`src/rtl/uart_tx_pkg.sv`:
```
// Shared constants and types for the memory-mapped UART transmitter.
package uart_tx_pkg;

  localparam logic [1:0] REG_DATA    = 2'd0;
  localparam logic [1:0] REG_STATUS  = 2'd1;
  localparam logic [1:0] REG_DIVISOR = 2'd2;
  localparam logic [1:0] REG_CTRL    = 2'd3;

  localparam int ST_FULL      = 0;
  localparam int ST_EMPTY     = 1;
  localparam int ST_BUSY      = 2;
  localparam int ST_COUNT_LSB = 8;

  typedef enum logic [1:0] {IDLE, START, DATA, STOP} tx_state_t;

endpackage

```
`src/rtl/uart_tx_device_fifo.sv`:
```
// Circular byte FIFO with a show-ahead head output.
module byte_fifo #(
  parameter int DEPTH = 16,
  localparam int AW = $clog2(DEPTH),
  localparam int CW = AW + 1
) (
  input  logic          clk,
  input  logic          reset,
  input  logic          push,
  input  logic [7:0]    din,
  input  logic          pop,
  output logic [7:0]    dout,
  output logic          full,
  output logic          empty,
  output logic [CW-1:0] count
);

  logic [7:0]    mem [DEPTH];
  logic [AW-1:0] wptr, rptr;

  assign dout  = mem[rptr];
  assign full  = (count == CW'(DEPTH));
  assign empty = (count == '0);

  always_ff @(posedge clk)
    if (push) mem[wptr] <= din;

  // Pointers wrap naturally because DEPTH is a power of two.
  always_ff @(posedge clk or negedge reset)
    if (!reset) begin
      wptr  <= '0;
      rptr  <= '0;
      count <= '0;
    end else begin
      if (push) wptr <= wptr + AW'(1);
      if (pop)  rptr <= rptr + AW'(1);
      case ({push, pop})
        2'b10:   count <= count + CW'(1);
        2'b01:   count <= count - CW'(1);
        default: ;
      endcase
    end

endmodule

```
`src/rtl/uart_tx_device.sv`:
```
// Bus-attached 8N1 UART transmitter: register decode, FIFO and serialiser.
module uart_tx_device
  import uart_tx_pkg::*;
#(
  parameter int FIFO_DEPTH      = 16,
  parameter int DIVISOR_WIDTH   = 16,
  parameter int DEFAULT_DIVISOR = 868
) (
  input  logic        clk,
  input  logic        reset,
  input  logic        valid,
  input  logic [31:0] address,
  input  logic [3:0]  wstrobe,
  input  logic [31:0] wdata,
  output logic [31:0] rdata,
  output logic        ready,
  output logic        irq,
  output logic        tx
);

  localparam int CW = $clog2(FIFO_DEPTH) + 1;
  localparam logic [DIVISOR_WIDTH-1:0] ONE = DIVISOR_WIDTH'(1);

  logic [1:0]    sel;
  logic          is_wr, data_wr, push, pop;
  logic          fifo_full, fifo_empty;
  logic [7:0]    fifo_dout;
  logic [CW-1:0] fifo_count;

  logic [DIVISOR_WIDTH-1:0] divisor, dlat, divcnt;
  logic                     irq_en;
  tx_state_t                state;
  logic [7:0]               shreg;
  logic [2:0]               bitcnt;
  logic                     bit_end;
  logic                     unused_ok;

  assign unused_ok = ^{address, wdata};

  assign sel     = address[3:2];
  assign is_wr   = |wstrobe;
  assign data_wr = valid && is_wr && (sel == REG_DATA);
  // A full FIFO holds off DATA writes; everything else completes at once.
  assign ready   = valid && !(data_wr && fifo_full);
  assign push    = data_wr && ready && wstrobe[0];
  assign pop     = (state == IDLE) && !fifo_empty;
  assign bit_end = (divcnt == dlat - ONE);

  byte_fifo #(.DEPTH(FIFO_DEPTH)) u_fifo (
    .clk   (clk),
    .reset (reset),
    .push  (push),
    .din   (wdata[7:0]),
    .pop   (pop),
    .dout  (fifo_dout),
    .full  (fifo_full),
    .empty (fifo_empty),
    .count (fifo_count)
  );

  always_comb begin
    rdata = '0;
    if (ready && !is_wr)
      case (sel)
        REG_STATUS: begin
          rdata[ST_FULL]              = fifo_full;
          rdata[ST_EMPTY]             = fifo_empty;
          rdata[ST_BUSY]              = (state != IDLE);
          rdata[ST_COUNT_LSB +: CW]   = fifo_count;
        end
        REG_DIVISOR: rdata[DIVISOR_WIDTH-1:0] = divisor;
        REG_CTRL:    rdata[0]                 = irq_en;
        default:     ;
      endcase
  end

  always_ff @(posedge clk or negedge reset)
    if (!reset) begin
      divisor <= DIVISOR_WIDTH'(DEFAULT_DIVISOR);
      irq_en  <= 1'b0;
      irq     <= 1'b0;
    end else begin
      irq <= irq_en && fifo_empty;
      if (valid && ready && is_wr)
        case (sel)
          REG_DIVISOR:
            for (int i = 0; i < DIVISOR_WIDTH; i++)
              if (wstrobe[i/8]) divisor[i] <= wdata[i];
          REG_CTRL: if (wstrobe[0]) irq_en <= wdata[0];
          default: ;
        endcase
    end

  // tx is set one state ahead so that it is a flop matching the current state.
  always_ff @(posedge clk or negedge reset)
    if (!reset) begin
      state  <= IDLE;
      tx     <= 1'b1;
      shreg  <= '0;
      bitcnt <= '0;
      divcnt <= '0;
      dlat   <= ONE;
    end else
      case (state)
        IDLE: begin
          tx <= 1'b1;
          if (!fifo_empty) begin
            shreg  <= fifo_dout;
            dlat   <= (divisor == '0) ? ONE : divisor;
            divcnt <= '0;
            tx     <= 1'b0;
            state  <= START;
          end
        end
        START:
          if (bit_end) begin
            divcnt <= '0;
            bitcnt <= '0;
            tx     <= shreg[0];
            state  <= DATA;
          end else divcnt <= divcnt + ONE;
        DATA:
          if (bit_end) begin
            divcnt <= '0;
            if (bitcnt == 3'd7) begin
              tx    <= 1'b1;
              state <= STOP;
            end else begin
              bitcnt <= bitcnt + 3'd1;
              shreg  <= {1'b0, shreg[7:1]};
              tx     <= shreg[1];
            end
          end else divcnt <= divcnt + ONE;
        STOP:
          if (bit_end) begin
            divcnt <= '0;
            state  <= IDLE;
          end else divcnt <= divcnt + ONE;
        default: state <= IDLE;
      endcase

endmodule

```
`config.mk`:
```
export PLATFORM = sky130hd
export DESIGN_NAME = uart_tx_device
export DESIGN_NICKNAME = d
export VERILOG_FILES = /design/src/rtl/uart_tx_pkg.sv /design/src/rtl/uart_tx_device_fifo.sv /design/src/rtl/uart_tx_device.sv
export SDC_FILE = /design/constraint.sdc
export NUM_CORES = 1
export LEC_CHECK = 0
export CAP_MARGIN = 20
export CORE_UTILIZATION = 40
export CTS_CLUSTER_SIZE = 28
export DETAILED_ROUTE_END_ITERATION = 7
export PLACE_DENSITY = 0.71
export RECOVER_POWER = 50
export SETUP_SLACK_MARGIN = 0.15
export SLEW_MARGIN = 10
export SYNTH_ARGS = -nofsm -noshare
export SYNTH_HDL_FRONTEND = slang
export SYNTH_SLANG_ARGS = --single-unit
```
`constraint.sdc`:
```
create_clock -name clk -period 8.3 [get_ports clk]
set_clock_uncertainty 0.15 [all_clocks]
set_input_delay 2.075 -clock clk [delete_from_list [all_inputs] [get_ports clk]]
set_output_delay 2.075 -clock clk [all_outputs]
set_load 0.1 [all_outputs]
```
==> reports/results.txt <==
status: finished with violations
failing checks: max-capacitance violations, max-slew violations
asr flop ratio synth: 37.6%
Crit Path Class: input port to primary output
fillcell total: 2009
Synth Instances: 694
GR peak layer: met2
total power draw: 3.56 mW
CP delay by family, top: buffers and inverters
vias in the first global route: 5516
post-synthesis mux area share: 11.5%
Yosys Warn Count: 0
Tcrit/Tclk final: 84.1%
die area: 24600 um^2
Storage cell area: 5780 um^2
main combinational cell family by area after synthesis: simple AND/OR/NAND/NOR gates
Yosys cell types: 59
Synth area leader: edfxtp_1
Fmax: 0.143 GHz
drt wl/cell: 17.6 um
Synth Register Bits: 205
prevailing post-synth register cell: edfxtp_1
CP max stage delay: 1.16 ns
share of cells above drive strength 1: 17.1%
Final setup viols: 0
critical path arrival: 4.76 ns
Tot GR Track Use: 15.9%
H-tree Lvls: 1
aggregate global routing overflow: 0
DR iter-0 viols: 462
measured slew at the worst slew-check pin: 3.25 ns
final WL: 18800 um
register-to-register setup slack: 3.87 ns
Post-Syn Area: 9580 um^2
first-pass GRT wire length: 30300 um
hold_buf cts: 0
Crit path required time: 6.08 ns
Placed Cells: 1023
max-slew violations: 60
RSZ-0062 raised after global routing: false
routed via count: 5577
TritonCTS Buffers: 23
TritonRoute pass-1 iters: 5
# diodes: 0
Die Height: 157 um
Commonest cells post-synth: edfxtp_1 (128), nand2_1 (73), dfrtp_1 (70)
Residual DRC: 0
largest net degree at the start of global routing: 78
HP Class: flip-flop to flip-flop
most frequent cell after synthesis: edfxtp_1
Layout area overhead: 14.5%
Crit-path slowest cell: clkdlybuf4s50_1
Tmin final: 6.98 ns
post-synth top area share: 40.1%
Synth Area in XOR/XNOR: 2.83%
most used cell, CP: clkdlybuf4s50_1
Post-CTS Resized: 0
crit end category: primary output
Final ANT Viol Nets: 0
Initial Utilization: 40.8%
met2 Track Usage GR: 25.4%
Worst VDD drop: 0.000276 V
Max-Cap Viols: 1
sequential fraction of the synthesis area: 60.3%
most area-consuming cells after synthesis: edfxtp_1 (40%), dfrtp_1 (18%), mux4_2 (9.4%), ha_1 (2.9%), nand2_1 (2.9%)
M3 GR Usage: 2.24%
Core Util, Final: 46.7%
TNS Setup: 0 ns
hpwl dp: 12600 um
Post-synth EDFFs: 128
Final Hold Viols: 0
LEAKAGE: 4.11 nW
Clock Latency Late Sink: 0.52 ns
DIE WIDTH: 157 um
area of the multi-input gates: 3500 um^2
Relative slew margins: -116%
Reg clk slew, reported paths: 0.06 ns
io pins: 106
Synth Area in Adders: 3.08%
Clock Path Buffers: 3
fin nets: 824
CORE AREA: 23500 um^2
via/cell ratio: 5.23
Mean Syn Cell Area: 13.8 um^2
critical-path cell list: clkdlybuf4s50_1 > inv_1 > ha_1 > and3_1 > and2_1 > clkdlybuf4s50_1
Post-Synth Simple-Gate Area: 12.0%
pwr dens: 324 nW/um^2
initial antenna violation count: 0
complex-gate fraction of the synthesized area: 6.52%
startpoint types: input port
TritonCTS clock tree: yes
RD Place Congestion: 0.764
CTS Root Cell: clkbuf_16
clock net sink count: 205
row cnt: 56
# Post-CTS Setup Buffers: 0
Global Route met1 Usage: 22.2%
Max FO, Critical Path: 11
# port buffers: 43
Layout Cells excl Fill: 1066
WP buf/inv: 3
==> cell type report <==
cell class | instances | area share [%]
tap | 319 | 3.64
clock buffer | 30 | 5.76
timing repair buffer | 48 | 4.14
inverter | 19 | 0.650
multi-input combinational | 433 | 31.9
sequential | 205 | 52.7
clock inverter | 12 | 1.16
==> flip-flops by register name, indices dropped and copies added (netlist names), 2 cells and up <==
name,cells
u_fifo.mem,128
divcnt,16
divisor,16
dlat,16
shreg,8
u_fifo.count,5
u_fifo.rptr,4
u_fifo.wptr,4
bitcnt,3
state,2
==> cells in the final DEF (no fill, tap or decap), types with 8 or more instances in the layout <==
cell,netlist,layout
a21oi_1,14,14
a22oi_1,8,8
a31oi_1,14,14
and2_1,22,22
and3_1,17,17
clkbuf_16,0,23
clkdlybuf4s50_1,0,34
conb_1,1,16
dfrtp_1,70,69
dlygate4sd3_1,0,8
edfxtp_1,128,128
ha_1,22,22
inv_1,19,19
mux2_2,17,17
mux4_2,40,40
nand2_1,73,73
nand3_1,15,15
nor2_1,24,24
nor3_1,12,12
nor4_1,11,11
o21ai_0,14,14
or3_1,11,11
xnor2_1,18,18
xor2_1,13,13
==> cells by family after synthesis <==
group	count (synthesis)
AOI/OAI and AO/OA	89
muxes	58
buffers and inverters	71
DFF	205
and+or+nand+nor	216
adders and majority gates	23
xor gates and xnor gates	31
other	1
==> where the power goes <==
| part | leakage, nW | internal, mW | switching, mW |
|---|---|---|---|
| clock network | 0.371 | 0.602 | 0.403 |
| logic | 1.64 | 0.540 | 0.599 |
| registers | 2.10 | 1.23 | 0.180 |
| total | 4.11 | 2.38 | 1.18 |
==> metal layers <==
layer	vias to the layer above	part of all wire [%]
met5	-	0
met2	120	48
met1	2785	45
met4	0	2.7
li1	2637	-
met3	35	3.5
==> final timing paths <==
path | startpoint | depth (start not counted) | endpoint
setup reg to reg | u_fifo.count[1] | 14 | u_fifo.count[4]
min in group asynchronous | reset | 1 | divcnt[14]
max in group asynchronous | reset | 2 | u_fifo.rptr[0]
setup / recovery | address[2] | 6 | rdata[7]
hold / removal | u_fifo.wptr[2] | 1 | u_fifo.wptr[2]
hold reg to reg | u_fifo.wptr[2] | 1 | u_fifo.wptr[2]
==> metrics by stage <==
stage          hold slack [ns]  setup WS [ns]  cell area (um^2)
6_report                 0.351           1.32             11000
5_1_grt                  0.371           1.19             11000
2_1_floorplan            0.317           1.25              9640
4_1_cts                  0.356           1.34             11000
3_5_place_dp             0.344           1.34             10200
3_3_place_gp             0.339           1.34             10200
Note: power is estimated with default switching activity, not from simulation.
==> RTL change 1, RTL diff (same settings) <==
The 4 states of `tx_state_t` get a Gray code encoding in 2 bits.
--- a/src/rtl/uart_tx_pkg.sv
+++ b/src/rtl/uart_tx_pkg.sv
@@ -11,7 +11,7 @@
   localparam int ST_BUSY      = 2;
   localparam int ST_COUNT_LSB = 8;
 
-  typedef enum logic [1:0] {IDLE, START, DATA, STOP} tx_state_t;
+  typedef enum logic [1:0] {IDLE = 2'b00, START = 2'b01, DATA = 2'b11, STOP = 2'b10} tx_state_t;
 
 endpackage
 
Check against the original RTL: same outputs for any inputs over 4 cycles, from zero or initial values and one cycle with reset low; so few cycles prove little.
==> RTL change 1 against the unedited design <==
Final area fell by 0.63%; critical path depth fell by 1; die area is 0.18% lower; worst setup slack better by 0.049 ns; register-to-register slack better by 0.06 ns; the run still ends with capacitance limit, slew limit left; wire length is 4.4% higher; worst hold slack got worse by 0.0030 ns; sequential cell count is the same; power down 12%; global-route usage rose by 0.62 points; utilization decreased by 0.29 points; area after synthesis down 0.18%; sequential share of layout area rose by 0.33 points; via count rose by 1.3%.
==> RTL change 1: results (changes against the unedited design) <==
Pwr
  – LEAKAGE: 4.07 nW (was 4.11 nW)
  – Pwr Total: 3.13 mW (was 3.56 mW)
  – Switching share of power: 31.1% (was 33.2%)
  – Power in combinational cells: 0.808 mW (was 1.14 mW)

Clock tree
  – CTS Buf Count: 22 (was 23)

Run status
  – Status: complete, but fails checks (unchanged)
  – Failing checks: capacitance limit, slew limit (unchanged)

Routing
  – Vias/cell: 5.30 (was 5.23)
  – Metal3 WL: 700 um (was 665 um)
  – Post-Route WL: 19.6 mm (was 18.8 mm)
  – M1 WL: 8.82 mm (was 8.54 mm)
  – Drt pass-1 iters: 6 (was 5)
  – Initial drt markers: 356 (was 462)

Timing
  – Final Slew Violations: 66 (was 60)
  – Post-route minimum period: 6.93 ns (was 6.98 ns)

Cells and area
  – Share of cells above drive strength 1: 15.9% (was 17.1%)
  – Final non-filler cell total: 1,067 (was 1,066)

Placement
  – Placed cell areas: 10,200 sq um (about the same)
  – Post-DP HPWL: 12.9 mm (was 12.6 mm)
  – GP Congestion: 0.811 (was 0.764)

Worst setup path
  – Worst reg2reg path depth: 13 (was 14)
  – Crit path from: wstrobe[0] (was address[2])

Synthesis
  – Average size of a mapped cell: 13.7 sq um (was 13.8 sq um)
  – Post-synth top cells: edfxtp_1 (128), nand2_1 (83), dfrtp_1 (70) (was edfxtp_1 (128), nand2_1 (73), dfrtp_1 (70))
  – Top cells by area, synth: edfxtp_1 (40%), dfrtp_1 (18%), mux4_2 (9.4%) (unchanged)

Hold path
  – Hold Crit Depth: 2 (was 1)

Global routing
  – Global-route wire length before repair: 30.6 mm (was 30.3 mm)
  – Vias in the first global route: 5,405 (was 5,516)

Flow run
  – Max-cap violations: 1 (unchanged)
## RTL change 1: cell count changes after synthesis, sizes merged, moves of 6 or more
cell   change
or3       -11
a31oi     -10
mux2i      +7
o221a      -7
nand2     +10
nand3     +14
and3       -6
a32oi      +7
## RTL change 1: logic make-up (layout without fill, tap and decap cells)
logic type | after synthesis | after routing | synth area share, %
AOI/OAI and AO/OA | 79 | 79 | 6.19
adders and majority gates | 19 | 19 | 2.56
and+or+nand+nor | 224 | 224 | 11.6
xor gates and xnor gates | 33 | 33 | 3.02
DFF | 205 | 205 | 60.4
buffers and inverters | 70 | 107 | 3.90
other | 1 | 16 | 0.0392
muxes | 65 | 65 | 12.3
## RTL change 1: layout make-up
class | count | area, sq um | share of cell area (%)
clock buffers | 35 | 661 | 6.06
clock inverters | 5 | 81.3 | 0.746
inverters | 20 | 75.1 | 0.689
multi-input cells | 436 | 3450 | 31.7
flip-flops and latches | 205 | 5780 | 53.0
well taps | 319 | 399 | 3.66
repair buffers | 47 | 450 | 4.13
## RTL change 1: worst min-delay path by stage
stage                   from        to  slack [ns]
floorplan           dlat[15]  dlat[15]        0.32
global placement    dlat[15]  dlat[15]        0.34
detailed placement  dlat[15]  dlat[15]        0.34
CTS                 dlat[15]  dlat[15]        0.36
global route          irq_en       irq        0.38
finish              dlat[15]  dlat[15]        0.35
## RTL change 1: worst max-delay path: stages
cell and delay [ns]:
clkdlybuf4s50_1 0.42, nor4_1 0.55, nand3_1 0.33, nor2_1 0.18, clkdlybuf4s50_1 1.15
## RTL change 1: routing by layer
layer,GRT usage [%],vias up
met4,5.14,0
met3,2.41,35
met2,27.2,113
met5,0,-
met1,22.6,2868
li1,-,2636
==> RTL change 2, RTL diff (same settings) <==
Made on the original files. `DEFAULT_DIVISOR`: 868 -> 512.
--- a/src/rtl/uart_tx_device.sv
+++ b/src/rtl/uart_tx_device.sv
@@ -4,7 +4,7 @@
 #(
   parameter int FIFO_DEPTH      = 16,
   parameter int DIVISOR_WIDTH   = 16,
-  parameter int DEFAULT_DIVISOR = 868
+  parameter int DEFAULT_DIVISOR = 512
 ) (
   input  logic        clk,
   input  logic        reset,
Formal check against the unedited RTL: not equivalent (Yosys sat finds a counterexample within 4 cycles, from zero or initial values and one cycle with reset low).
==> RTL change 2 against the unedited design <==
The flow still finishes with violations (capacitance limit, slew limit); power up 1.3%; final area up 0.21%; wire length fell by 1.0%; area after synthesis about the same; utilization up 0.096 points; cell count shrank 0.28%; critical path depth down 1; sequential cell count did not move; register-to-register slack improved by 0.02 ns; worst setup slack got worse by 0.00084 ns; count of clock-buffer cells in the layout down 6; critical path type unchanged; critical endpoint is now rdata[12]; largest cell class unchanged.
==> RTL change 2: results (changes against the unedited design) <==
Run status
  – Status: complete, but fails checks (unchanged)
  – Failing checks: capacitance limit, slew limit (unchanged)

Pwr
  – LEAKAGE: 4.12 nW (was 4.11 nW)
  – VDD IR max: 0.000211 V (was 0.000276 V)

Routing
  – Drt pass-1 iters: 4 (was 5)
  – Initial drt markers: 353 (was 462)
  – Via Count: 5,613 (was 5,577)
  – Post-Route WL: 18.6 mm (was 18.8 mm)

Cells and area
  – Filler Cell Count: 2,028 (was 2,009)
  – Share of cells above drive strength 1: 16.3% (was 17.1%)
  – Reg with most FFs: u_fifo.mem (unchanged)
  – Final net count: 825 (was 824)

Clock tree
  – Clk buf depth: 3 (unchanged)
  – CTS Buf Count: 22 (was 23)

Flow run
  – Max-cap violations: 1 (unchanged)

Synthesis
  – Top cells by area, synth: edfxtp_1 (40%), dfrtp_1 (19%), mux4_2 (9.4%) (was edfxtp_1 (40%), dfrtp_1 (18%), mux4_2 (9.4%))
  – Seq/Total Area, Yosys: 60.3% (about the same)
  – Post-Synth Adder-Cell Area: 3.08% (about the same)
  – Compound-Gate Fraction of Synth Area: 6.52% (about the same)
  – Post-synth top cells: edfxtp_1 (128), dfrtp_1 (74), nand2_1 (73) (was edfxtp_1 (128), nand2_1 (73), dfrtp_1 (70))
  – Xor/xnor share of the synthesized area: 2.84% (was 2.83%)
  – Post-synthesis mux area share: 11.5% (about the same)

Placement
  – GP Congestion: 0.809 (was 0.764)
  – IO Port Bufs: 43 (unchanged)
  – Post-DP HPWL: 12.6 mm (about the same)

Worst setup path
  – Top Family by Delay on Critical Path: buffers and inverters (unchanged)
  – Crit path from: wstrobe[0] (was address[2])

Timing
  – Least-Margin Pin Slew: 3.06 ns (was 3.25 ns)
  – Final Slew Violations: 59 (was 60)

Global routing
  – Gr usage total: 15.5% (was 15.9%)
  – Largest net degree at the start of global routing: 78 (unchanged)
  – Vias in the first global route: 5,457 (was 5,516)
  – Global-route wire length before repair: 29.6 mm (was 30.3 mm)
## RTL change 2: path summary, 6_finish.rpt
path,to,slack [ns],depth (start not counted)
worst max-delay path,rdata[12],1.32,5
worst min-delay path,u_fifo.wptr[2],0.35,1
worst max register to register,u_fifo.count[4],3.89,14
worst min register to register,u_fifo.wptr[2],0.35,1
max in group asynchronous,u_fifo.rptr[0],2.78,2
min in group asynchronous,bitcnt[0],1.59,1
## RTL change 2: cell type report
class | count | area [sq um] | share of cell area (%)
timing repair buffer | 50 | 465 | 4.23
clock inverter | 13 | 221 | 2.01
multi-input combinational | 433 | 3500 | 31.8
sequential | 205 | 5780 | 52.5
clock buffer | 24 | 558 | 5.08
tap | 319 | 399 | 3.63
inverter | 19 | 71.3 | 0.649
## RTL change 2: power by group
| part | switching (mW) | internal, mW |
|---|---|---|
| combinational | 0.606 | 0.541 |
| sequential | 0.185 | 1.23 |
| clock | 0.397 | 0.644 |
## RTL change 2: per-layer routing
metal	up-vias	wire [um]	global-route usage (%)
met1	2830	8410	21.3
met4	0	314	4.53
met5	-	0	0
li1	2642	-	-
met3	27	687	2.02
met2	114	9180	25.8
## RTL change 2: metrics by stage
step           area [sq um]  util, %  std cells  setup WS, ns  total power [mW]
2_1_floorplan          9630        -        709          1.25              2.32
3_5_place_dp          10200     43.6       1025          1.34              2.59
6_report              11000     46.8       1063          1.32              3.60
5_1_grt               11000     46.8       1063          1.11              3.81
3_3_place_gp          10200     43.6       1025          1.36              2.56
4_1_cts               11000     46.9       1062          1.33              3.64
## RTL change 2: cell families after synthesis
group / after synthesis
XOR/XNOR: 31
AND/OR/NAND/NOR: 216
adder cells (fa/ha/maj): 23
multiplexers: 58
flip-flops: 205
buffers and inverters: 71
AO/OA/AOI/OAI: 89
other: 1
